===== src/rtl/interrupt_cont_pri.sv =====
// interrupt_cont_pri: parametrised interrupt controller with per-channel level/edge
// triggering, sticky edge pending bits, software trigger, a fixed-priority vector
// register and a registered CPU interrupt line.
//
// Build option: define INTC_SYNC_EN to insert a two-flop synchronizer ahead of the
// input sample stage for sources asynchronous to Clk.
//
// Ports:
//   Clk        system clock, rising edge
//   ResetN     synchronous reset, active-low
//   Addr       register select (0 MASK, 1 PEND, 2 MODE, 3 RAW, 4 VEC, 5..7 reserved)
//   DataRd     read data, combinational from Addr and register state
//   DataWr     write data
//   En         block select
//   Rd         read strobe; reads have no side effects
//   Wr         write strobe; a write happens when Wr & En
//   IntStatus  raw interrupt sources
//   IntReset   one-cycle acknowledge pulse per channel after a PEND write
//   Int        registered interrupt request to the CPU
module interrupt_cont_pri #(
    parameter int unsigned NCH = 16
) (
    input  logic           Clk,
    input  logic           ResetN,
    input  logic [2:0]     Addr,
    output logic [15:0]    DataRd,
    input  logic [15:0]    DataWr,
    input  logic           En,
    input  logic           Rd,
    input  logic           Wr,
    input  logic [NCH-1:0] IntStatus,
    output logic [NCH-1:0] IntReset,
    output logic           Int
);

    localparam logic [2:0] AddrMask = 3'd0;
    localparam logic [2:0] AddrPend = 3'd1;
    localparam logic [2:0] AddrMode = 3'd2;
    localparam logic [2:0] AddrRaw  = 3'd3;
    localparam logic [2:0] AddrVec  = 3'd4;

    logic [NCH-1:0] srcIn;
    logic [NCH-1:0] sampleQ, samplePrevQ;
    logic [NCH-1:0] maskQ, maskD;
    logic [NCH-1:0] modeQ, modeD;
    logic [NCH-1:0] pendQ, pendD;
    logic [NCH-1:0] intResetQ;
    logic           intQ;

    logic           wrStrobe;
    logic [NCH-1:0] clr, swSet, edgeDet, active;
    logic [15:0]    maskW, pendW, modeW, rawW, vecW;
    logic [3:0]     vecIdx;

    // Reads are non-destructive, so the strobe carries no information here.
    logic unusedRd;
    assign unusedRd = Rd;

`ifdef INTC_SYNC_EN
    logic [NCH-1:0] sync1Q, sync2Q;

    always_ff @(posedge Clk) begin
        if (!ResetN) begin
            sync1Q <= '0;
            sync2Q <= '0;
        end else begin
            sync1Q <= IntStatus;
            sync2Q <= sync1Q;
        end
    end

    assign srcIn = sync2Q;
`else
    assign srcIn = IntStatus;
`endif

    always_comb begin
        wrStrobe = Wr & En;
        clr      = (wrStrobe && Addr == AddrPend) ? DataWr[NCH-1:0] : '0;
        swSet    = (wrStrobe && Addr == AddrRaw)  ? DataWr[NCH-1:0] : '0;
        maskD    = (wrStrobe && Addr == AddrMask) ? DataWr[NCH-1:0] : maskQ;
        modeD    = (wrStrobe && Addr == AddrMode) ? DataWr[NCH-1:0] : modeQ;
        edgeDet  = sampleQ & ~samplePrevQ;
        // Edge channels are sticky and any set source beats a clear; level channels
        // simply follow the sampled source, so a PEND clear has no effect on them.
        pendD    = (modeQ & ((pendQ & ~clr) | edgeDet | swSet)) |
                   (~modeQ & (sampleQ | swSet));
        active   = pendQ & maskQ;
    end

    always_ff @(posedge Clk) begin
        if (!ResetN) begin
            sampleQ     <= '0;
            samplePrevQ <= '0;
            maskQ       <= '0;
            modeQ       <= '0;
            pendQ       <= '0;
            intResetQ   <= '0;
            intQ        <= 1'b0;
        end else begin
            sampleQ     <= srcIn;
            samplePrevQ <= sampleQ;
            maskQ       <= maskD;
            modeQ       <= modeD;
            pendQ       <= pendD;
            intResetQ   <= clr;
            intQ        <= |active;
        end
    end

    assign IntReset = intResetQ;
    assign Int      = intQ;

    // Read path: widen channel vectors to the 16-bit bus, unused bits read 0.
    always_comb begin
        maskW            = '0;
        pendW            = '0;
        modeW            = '0;
        rawW             = '0;
        maskW[NCH-1:0]   = maskQ;
        pendW[NCH-1:0]   = active;
        modeW[NCH-1:0]   = modeQ;
        rawW[NCH-1:0]    = pendQ;

        // Scan downward so the lowest active index is the last one assigned.
        vecIdx = '0;
        for (int i = int'(NCH) - 1; i >= 0; i--) begin
            if (active[i]) begin
                vecIdx = 4'(i);
            end
        end
        vecW = (|active) ? {1'b1, 11'd0, vecIdx} : 16'h0000;

        case (Addr)
            AddrMask: DataRd = maskW;
            AddrPend: DataRd = pendW;
            AddrMode: DataRd = modeW;
            AddrRaw:  DataRd = rawW;
            AddrVec:  DataRd = vecW;
            default:  DataRd = 16'h0000;
        endcase
    end

endmodule


===== config.mk =====
export PLATFORM = sky130hd
export DESIGN_NAME = interrupt_cont_pri
export DESIGN_NICKNAME = d
export VERILOG_FILES = /design/src/rtl/interrupt_cont_pri.sv
export SDC_FILE = /design/constraint.sdc
export NUM_CORES = 1
export LEC_CHECK = 0
export CORE_ASPECT_RATIO = 1.25
export CORE_UTILIZATION = 40
export CTS_CLUSTER_DIAMETER = 30
export DETAILED_ROUTE_END_ITERATION = 8
export DONT_BUFFER_PORTS = 1
export PLACE_DENSITY = 0.62
export SYNTH_ARGS = -nofsm -noshare
export SYNTH_HDL_FRONTEND = slang
export SYNTH_SLANG_ARGS = --single-unit

===== constraint.sdc =====
create_clock -name Clk -period 2.62 [get_ports Clk]
set_input_delay 0.524 -clock Clk [delete_from_list [all_inputs] [get_ports Clk]]
set_output_delay 0.524 -clock Clk [all_outputs]
set_load 0.02 [all_outputs]

[Word-level counts from Yosys, hierarchy flattened]
Cells that the tools add are included.
Storage, ports and cells
  register bits: 97
  bits of input ports: 40
  output and inout port bits: 33
Operators by class
  eq/ne operators: 4
  multiplexer cells: 20
  bitwise gates (word level): 13
  reductions and logical operators: 6
Operator list (number)
  $and 16x16->16: 5
  $pmux 16 s5: 1
  $mux 4: 16
  $or 16x16->16: 4
  $mux 16: 3
  $not 16->16: 3
  $reduce_or 16->1: 1
  $eq 3x2->1 const B: 2
  $logic_and 1x1->1: 4
  $eq 3x1->1 const B: 1
  $eq 3x3->1 const B: 1
  $logic_not 3->1: 1
  $and 1x1->1: 1

[Longest topological paths before layout]
  depth after elaboration: 19
  gate-level depth with buffers: 7

[Worst setup path after synthesis]
OpenSTA, ideal clock, no wires.
  path kind: in2out
  from: in Addr[0]
  to: out DataRd[11]
  arrival: 1593 ps
  required time: 2096 ps
  setup slack: 503 ps
  stages: 4
  path buffers: 1
  cells stage by stage: inv_2 clkbuf_1 o22ai_1 nor3_1
Between the ends
  word-level cells in the longest chain between the ends: 2
RTL lines
  from (decl): line 25  | input logic [2:0] Addr,
  $eq 3x3->1, or another cell as far along: line 134  | case (Addr)
  $pmux 16 s5 (*): line 134
  to (decl): line 26  | output logic [15:0] DataRd,
Mark *: on every way between the ends. The rest lies on a longest branch, timed or not.

[Worst setup path after layout]
  from: reg pendQ[5]
  to: out DataRd[2]
Between the ends
  word-level cells in the longest chain between the ends: 9
RTL lines
  from (decl): line 46  | logic [NCH-1:0] pendQ, pendD;
  from (signal assigned): line 105  | pendQ <= pendD;
  $and 16x16->16 (*): line 88  | active = pendQ & maskQ;
  $mux 4 (6 in series): line 128  | if (active[i]) begin
  $mux 16 (*): line 132  | vecW = (|active) ? {1'b1, 11'd0, vecIdx} : 16'h0000;
  $pmux 16 s5 (*): line 134
Marks and branches as above.

==> summary.txt <==
Status
  – Status: complete, no violations

Power
  – Leakage: between 1.5 and 2 nW
  – Pwr dens: roughly 660 mW/mm²
  – VDD IR max: roughly 320 µV

Worst hold path
  – Hold Path Class: in2reg
  – WHS Path Cells: 1
  – Worst Hold End: sampleQ[3]
  – Hold path startpoint: IntStatus[3]

Floorplanning
  – Initial cell density of the core: approximately 41%
  – Die area: 0.0104 mm²
  – IO Count: 73
  – DIE WIDTH: ~90 µm
  – Core Region: about 0.0097 mm²
  – # rows: 40
  – Die extent in y: between 100 and 150 µm

Drt
  – Drt initial violations: about 170
  – Vias: ~3,200
  – Drt total wl: between 9000 and 10,000 µm
  – Post-detailed-route count of antenna-violating nets: 0
  – Routed len/inst: between 15 and 20 µm
  – Vias per cell: about 5.4
  – Drt drc: 0
  – TritonRoute pass-1 iters: 5

Global routing
  – Antenna violations before repair: 0
  – Total global routing overflow: 0
  – Pin count of the biggest net entering global routing: 98
  – First-pass GRT wire length: around 15,000 µm
  – Tot GR Track Use: 19.3%
  – Vias in the first global route: 3,002

Finish
  – # fillers: about 940
  – Register area: a little under 0.002 mm²
  – Most common cell after layout, fill and taps aside: nand2_1
  – Share of post-route cells with drive strength above 1: 9.80%
  – Final-stage net count: roughly 500
  – Post-layout util: a little under half
  – Most frequent cells in the layout: nand2_1, dfxtp_1, and2_1
  – Inserted Diodes: 0
  – P&R area growth vs syn: 10.7%
  – Area of the multi-input gates: approximately 0.0019 mm²

Synth
  – Syn Area/Cell: slightly below 9 µm²
  – Syn_nets: 490
  – Mapped Area: ~0.004 mm²
  – Prevailing post-synth register cell: dfxtp_1
  – EDFF count, synth: 0
  – Synth top area cells: dfxtp_1, nand2_1, and2_1, a22o_1, a21boi_1
  – Post-synth ARST share: 0%
  – Synth top area share: between 40 and 50%
  – Synth area leader: dfxtp_1
  – Register area share after synthesis: about 49%
  – Synth Instances: between 400 and 500
  – FF+latch count, synth: 97
  – Netlist cell types: 42
  – Syn. warnings: 0

Clock tree
  – H-tree levels: 3
  – Clock Path Buffers: 2
  – Clock sinks: 97
  – Root Buffer: clkbuf_16
  – Clock slew seen by the registers of the worst setup and hold paths: around 0.060 ns
  – CTS resizes: 0
  – Num CTS Buffers: 9
  – Worst-Skew Late Latency: around 0.34 ns
  – CTS tree: yes
  – Post-CTS Hold Fix Bufs: 0

STA
  – Final Skew: between 0.005 and 0.006 ns
  – Max Freq: between 300 and 400 MHz
  – Max-slew headroom: between 50 and 60%
  – Least-Margin Pin Slew: slightly above 0.7 ns
  – RSZ-0062 raised after global routing: no
  – Fin. max-slew vios: 0
  – Setup violators final: 0
  – Worst hold slack: ~0.3 ns
  – Final min period: between 2 and 3 ns
  – Setup TNS: 0 ns
  – Final hold viol count: 0
  – Final period utilization: between 90% and 100%

Worst setup path
  – CP max FO: 5
  – Critical Path AT: between 1.5 and 2 ns
  – Critical setup path kind: reg2out
  – Crit path launch type: register
  – R2R Path End: Int
  – RR Startpoint: pendQ[5]
  – Flop2flop setup slack: roughly 1.2 ns
  – Worst Setup End Kind: output port
  – Req. time, crit path: 2.10 ns
  – R2r worst-path depth: 4

Placed design
  – Global placement routability congestion: just over 0.8
  – Post-DP HPWL: around 6200 µm
  – I/O Buffers: 0

Job
  – Max-cap violation count: 0
## through the flow
stage	power [mW]	std cells	worst slack [ns]	instance area, µm²
after floorplan	1.71	450	0.503	3990
after detailed placement	1.73	569	0.507	4130
after CTS	2.97	584	0.141	4410
after global placement	1.72	569	0.518	4130
after global routing	3.05	585	0.0119	4420
final	2.94	585	0.103	4420
## cell type report
cell class	instances	area share [%]
Multi-Input combinational cell	327	42.8
Tap cell	126	3.57
Clock inverter	2	0.283
Timing Repair Buffer	19	3.23
Inverter	1	0.0849
Sequential cell	97	43.9
Clock buffer	13	6.12
## cell usage after synthesis (2+ instances only)
library cell / n
o22ai_1: 16
a21boi_0: 13
o21ai_0: 4
a22oi_1: 4
buf_6: 7
nand2b_1: 2
a22o_1: 23
dfxtp_1: 97
and2_1: 34
nor2_1: 18
nor3_4: 2
a21oi_1: 19
o21a_1: 16
nand2_1: 107
buf_2: 3
and3_1: 16
nor3_1: 13
clkbuf_1: 13
a21boi_1: 20
## report_power, final
part           switching, mW  total (mW)  internal (mW)
Combinational         0.0728       0.146         0.0734
Clock                  0.527        1.24          0.714
Sequential            0.0316        1.55           1.52
## state kept, by name (all words and copies together) (netlist names)
signal	cells
modeQ	16
IntReset	16
pendQ	16
sampleQ	16
maskQ	16
samplePrevQ	16
Int	1
## how the worst max path moves through the flow
stage	start	to	slack, ns	cells after the start
finish	pendQ[5]	DataRd[2]	0.10	6
global route	pendQ[5]	DataRd[2]	0.01	6
CTS	pendQ[5]	DataRd[2]	0.14	6
detailed placement	Addr[0]	DataRd[1]	0.51	5
global placement	Addr[0]	DataRd[1]	0.52	5
floorplan	Addr[0]	DataRd[11]	0.50	4
## what timing repair did
action                     4_1_cts  5_1_grt
hold endpoints to repair         0        0
setup buffers                    0        1
setup endpoints to repair        0        1
## metal layers
layer	global-route usage (%)	part of all wire, %	vias to the layer above
li1	-	-	1572
met1	23.4	43	1500
met2	32.5	49	96
met3	5.00	5.4	13
met4	8.04	2.1	0
met5	0	0	-
## kinds of logic after synthesis
group,Yosys count,share of synthesized area [%]
simple gates,201,24.6
compound gates,126,22.8
flops,97,48.7
buf+inv,26,3.98
## worst max-delay path: stages, from the launching register on
cell and delay (ns):
dfxtp_1 0.35, a22o_1 0.30, nor4_4 0.34, a21oi_2 0.13
o311ai_0 0.14, o31ai_1 0.19, buf_4 0.19
Note: power is estimated with default switching activity, not from simulation.
==> RTL change 1, RTL diff (same settings) <==
The option `INTC_SYNC_EN` is turned on by a define.
--- a/src/rtl/interrupt_cont_pri.sv
+++ b/src/rtl/interrupt_cont_pri.sv
@@ -19,2 +19,4 @@
 //   Int        registered interrupt request to the CPU
+`define INTC_SYNC_EN
+
 module interrupt_cont_pri #(
Formal check against the unedited RTL: not equivalent (Yosys sat finds a counterexample within 4 cycles, from zero or initial values and one cycle with ResetN low).
==> RTL change 1 against the original RTL <==
The flow now finishes with violations (negative setup slack). Clock power increased by 100%. Hold slack got worse by 0.069 ns. Synthesized area increased by 21%. Power increased by 60%. Cell area increased by 28%. Setup slack got worse by 0.13 ns. Combinational power decreased by 8%. Non-clock buffer count decreased by 4. Synthesized cell count increased by 15%. Wire length increased by 12%. Sequential share of layout area increased by 1.8 points. Sequential cell count increased by 32. Utilization increased by 2.3 points. Critical endpoint is now DataRd[0]. Largest cell class unchanged.
==> RTL change 1: results (changes against the original RTL) <==
| Metric | Value |
|---|---|
| Clk_lat worst skew | 0.41 ns (+0.07 ns) |
| Overall Global Routing Usage | 17.8% (-1.4 points) |
| Share of cells above drive strength 1 | 10.8% (+1.0 points) |
| FF-to-FF path depth | 3 (-1) |
| Reg2Reg Setup Slack | 1.36 ns (+0.14 ns) |
| Setup ws final | -0.0234 ns (-0.126 ns) |
| Leakage | 2.18 nW (+29%) |
| Vias | 3586 (+13%) |
| Register area share after synthesis | 53.3% (+4.7 points) |
| Commonest cells post-synth | dfxtp_1, nand2_1, and2_1, a22o_1 |
| Yosys cell types | 41 (-2.4%) |
| Peak VDD IR | 0.000365 V (+15%) |
| Status | finished with violations |
| Final setup fails | 1 (+1) |
| Vias in the first global route | 3327 (+11%) |
| CP arrival | 2.12 ns (+0.13 ns) |
| Synth Instances | 518 (+15%) |
| Wirelength per Cell | 15.6 um (-6.4%) |
| DR iter-0 viols | 247 (+42%) |
| Port Buffers | 0 (unchanged) |
| Sw Pwr | 0.921 mW (+46%) |
| Reg2Reg Launch Point | pendQ[2] |
| Synth top area cells | dfxtp_1, and2_1, nand2_1 |
| Worst-margin pin slew | 0.743 ns (+0.0221 ns) |
| Failing checks | negative setup slack |
| First-pass GRT wire length | 17200 um (+12%) |
| Placer Congestion | 0.924 (+12%) |
| Via-per-instance ratio | 5.14 (-5.4%) |
| Cell count after placement | 665 (+17%) |
| Clk_skew | 0.00396 ns (-0.00143 ns) |
| Final #Nets | 563 (+14%) |
| TritonCTS buffer count | 17 (+8) |
| Final HPWL DP | 6710 um (+7.8%) |
| Largest net degree at the start of global routing | 130 (+33%) |
| Critical path endpoint | DataRd[0] |
| Fillers | 1123 (+20%) |
| Hold_ws | 0.236 ns (-0.0689 ns) |
## RTL change 1: power groups by stage
stage	Clock [mW]	Sequential [mW]	Combinational, mW
3_5_place_dp	0	2.08	0.135
4_1_cts	2.58	2.03	0.136
5_1_grt	2.65	2.04	0.148
2_1_floorplan	0	2.07	0.136
3_3_place_gp	0	2.07	0.133
6_report	2.54	2.03	0.134
## RTL change 1: cells by family after synthesis
logic type	after synthesis	synth area share (%)
AO/OA/AOI/OAI	126	18.7
buffers and inverters	30	3.59
flip-flops	129	53.3
AND/OR/NAND/NOR	233	24.4
## RTL change 1: layout make-up
class                   count  area share, %
flip-flops and latches    129           45.8
well taps                 161           3.57
repair buffers             15           2.00
multi-input cells         359           37.1
clock buffers              23           8.83
inverters                   1         0.0665
clock inverters             9           2.68
## RTL change 1: through the flow
step	instance area, um^2	power (mW)	TNS [ns]	worst slack (ns)
3_3_place_gp	4990	2.21	0	0.471
6_report	5640	4.71	-0.0234	-0.0234
5_1_grt	5640	4.84	0	0.0245
4_1_cts	5640	4.75	0	0.0468
3_5_place_dp	4990	2.21	0	0.475
2_1_floorplan	4840	2.20	0	0.503
## RTL change 1: worst max-delay path, cell delays in order, from the launching register on
cell      delay (ns)
dfxtp_1         0.34
a222oi_1        0.46
o21ai_0         0.17
a21oi_1         0.26
o21ai_0         0.16
a31o_2          0.32
## RTL change 1: per-layer routing
layer	vias up	share of wire, %	GRT usage [%]
li1	1780	-	-
met1	1662	43	21.7
met2	121	49	29.2
met3	23	5.4	4.08
met4	0	2.5	9.12
met5	-	0	0
## RTL change 1: worst min-delay path by stage
stage                     cells past startpoint     startpoint          to
after floorplan                               1       srcIn[2]  sampleQ[2]
after global placement                        1       srcIn[2]  sampleQ[2]
after detailed placement                      1     sync1Q[12]   srcIn[12]
after CTS                                     1         ResetN    pendQ[6]
after global routing                          1         ResetN    pendQ[6]
final                                         1  IntStatus[12]  sync1Q[12]
## RTL change 1: what timing repair did
item	in CTS	in global routing
gates resized for setup	0	1
hold buffers	0	0
setup endpoints to repair	0	1
buffers inserted	0	0
==> RTL change 2, RTL diff (same settings) <==
Without the edit above. Take the reset off `sampleQ` and load it in a clocked block of its own.
--- a/src/rtl/interrupt_cont_pri.sv
+++ b/src/rtl/interrupt_cont_pri.sv
@@ -92,3 +92,2 @@
         if (!ResetN) begin
-            sampleQ     <= '0;
             samplePrevQ <= '0;
@@ -100,3 +99,2 @@
         end else begin
-            sampleQ     <= srcIn;
             samplePrevQ <= sampleQ;
@@ -108,2 +106,6 @@
         end
+    end
+
+    always_ff @(posedge Clk) begin
+        sampleQ <= srcIn;
     end
Function: changed (Yosys sat finds a counterexample within 4 cycles, from zero or initial values and one cycle with ResetN low).
==> RTL change 2 against the original RTL <==
Synthesized area fell by 2.7%. Largest power group unchanged. Clock power up 15%. Wire length is 4.5% lower. Setup slack better by 0.074 ns. Synthesized cell count is 3.8% lower. Sequential cell count is the same. Die area down 2.6%. Critical path depth stayed put. Critical endpoint unchanged. Power is 6.5% higher. Sequential share of layout area up 0.81 points. Cell area fell by 1.8%.
==> RTL change 2: results (changes against the original RTL) <==
| Metric | Value |
|---|---|
| Reg2Reg Setup Slack | 1.26 ns (+0.04 ns) |
| Final Instance Area | 0.00434 mm^2 (-1.8%) |
| Non-CTS buffers | 17 (-2) |
| WS Path Type | register to primary output |
| DR iter-0 viols | 219 (+26%) |
| Yosys cell types | 41 (-2.4%) |
| Global Route met1 Usage | 23.8% (+0.40 points) |
| Leakage | 1.68 nW (-0.27%) |
| Dpl cell area | 0.00401 mm^2 (-3.0%) |
| Register area share after synthesis | 50.0% (+1.3 points) |
| Worst-path clk slew | roughly 0.070 ns |
| Critical Path Fanout Max | 4 (-1) |
| Peak VDD IR | 0.000345 V (+8.7%) |
| Sw Pwr | 0.670 mW (+6.1%) |
| Area of the multi-input gates | 0.00179 mm^2 (-5.3%) |
| Synth top area cells | dfxtp_1, nand2_1, a22o_1 |
| Wl on met1 | 4210 um (-0.50%) |
| Average size of a mapped cell | 8.97 um^2 (+1.1%) |
| Met3 Use GR | 5.49% (+0.49 points) |
| Cell count after placement | 548 (-3.7%) |
| Slew Limit Headroom | 52.8% (+1.0 points) |
| Synthesized net count | 473 (-3.5%) |
| Share of cells above drive strength 1 | 9.95% (+0.15 points) |
| Clk_skew | 0.00861 ns (+0.00322 ns) |
| Compound-gate portion of the synthesized area | 23.3% (+0.53 points) |
| Overall Global Routing Usage | 19.2% (-0.024 points) |
| GR Util met2 | 30.7% (-1.8 points) |
| Met3 WL post-DR | 577 um (+9.3%) |
| Reg2Reg Launch Point | pendQ[1] |
| Status | complete, no violations |
| Metal2 WL | 4300 um (-10%) |
| Clk cell area share | 7.41% (+1.0 points) |
| Hold EP | sampleQ[1] |
| Clk_buf instances | 11 (-2) |
| Fmax | 409 MHz (+3.0%) |
| Placement Setup Slack | 0.511 ns (+0.00395 ns) |
| Vias in the first global route | 3016 (+0.47%) |
| Min-delay src | IntStatus[1] |
| Hold Path Depth | 0 (-1) |
| Largest net degree at the start of global routing | 82 (-16%) |
| Via-per-instance ratio | 5.43 (-0.14%) |
| Hold_ws | 0.198 ns (-0.107 ns) |
| Fillers | 934 (-0.32%) |
| Root Driver | clkbuf_16 |
| Multi-input gates | 311 (-4.9%) |
| Commonest cells post-synth | nand2_1, dfxtp_1, a22o_1, a21boi_1, a21oi_1 |
| Final #Nets | 477 (-3.6%) |
| Wirelength per Cell | 16.5 um (-1.1%) |
==> RTL change 2: changes by cell type after synthesis, sizes merged <==
cell	delta
and2	-16
clkbuf	-1
==> RTL change 2: power by group through the flow <==
| stage | combinational, mW | clock, mW | sequential (mW) |
|---|---|---|---|
| 3_3_place_gp | 0.146 | 0 | 1.59 |
| 3_5_place_dp | 0.148 | 0 | 1.59 |
| 2_1_floorplan | 0.138 | 0 | 1.58 |
| 5_1_grt | 0.161 | 1.50 | 1.57 |
| 4_1_cts | 0.149 | 1.45 | 1.56 |
| 6_report | 0.149 | 1.42 | 1.56 |
==> RTL change 2: repair_timing <==
item / in CTS / in global routing
hold buffers: 0 / 0
setup endpoints to repair: 0 / 1
gates resized for setup: 0 / 1
setup buffers: 0 / 1
==> RTL change 2: critical path: cells and delay by family (launching register included) <==
| kind | cells | cell delay (ns) |
|---|---|---|
| flops | 1 | 0.34 |
| compound gates | 4 | 0.71 |
| simple gates | 1 | 0.33 |
| buf+inv | 1 | 0.19 |
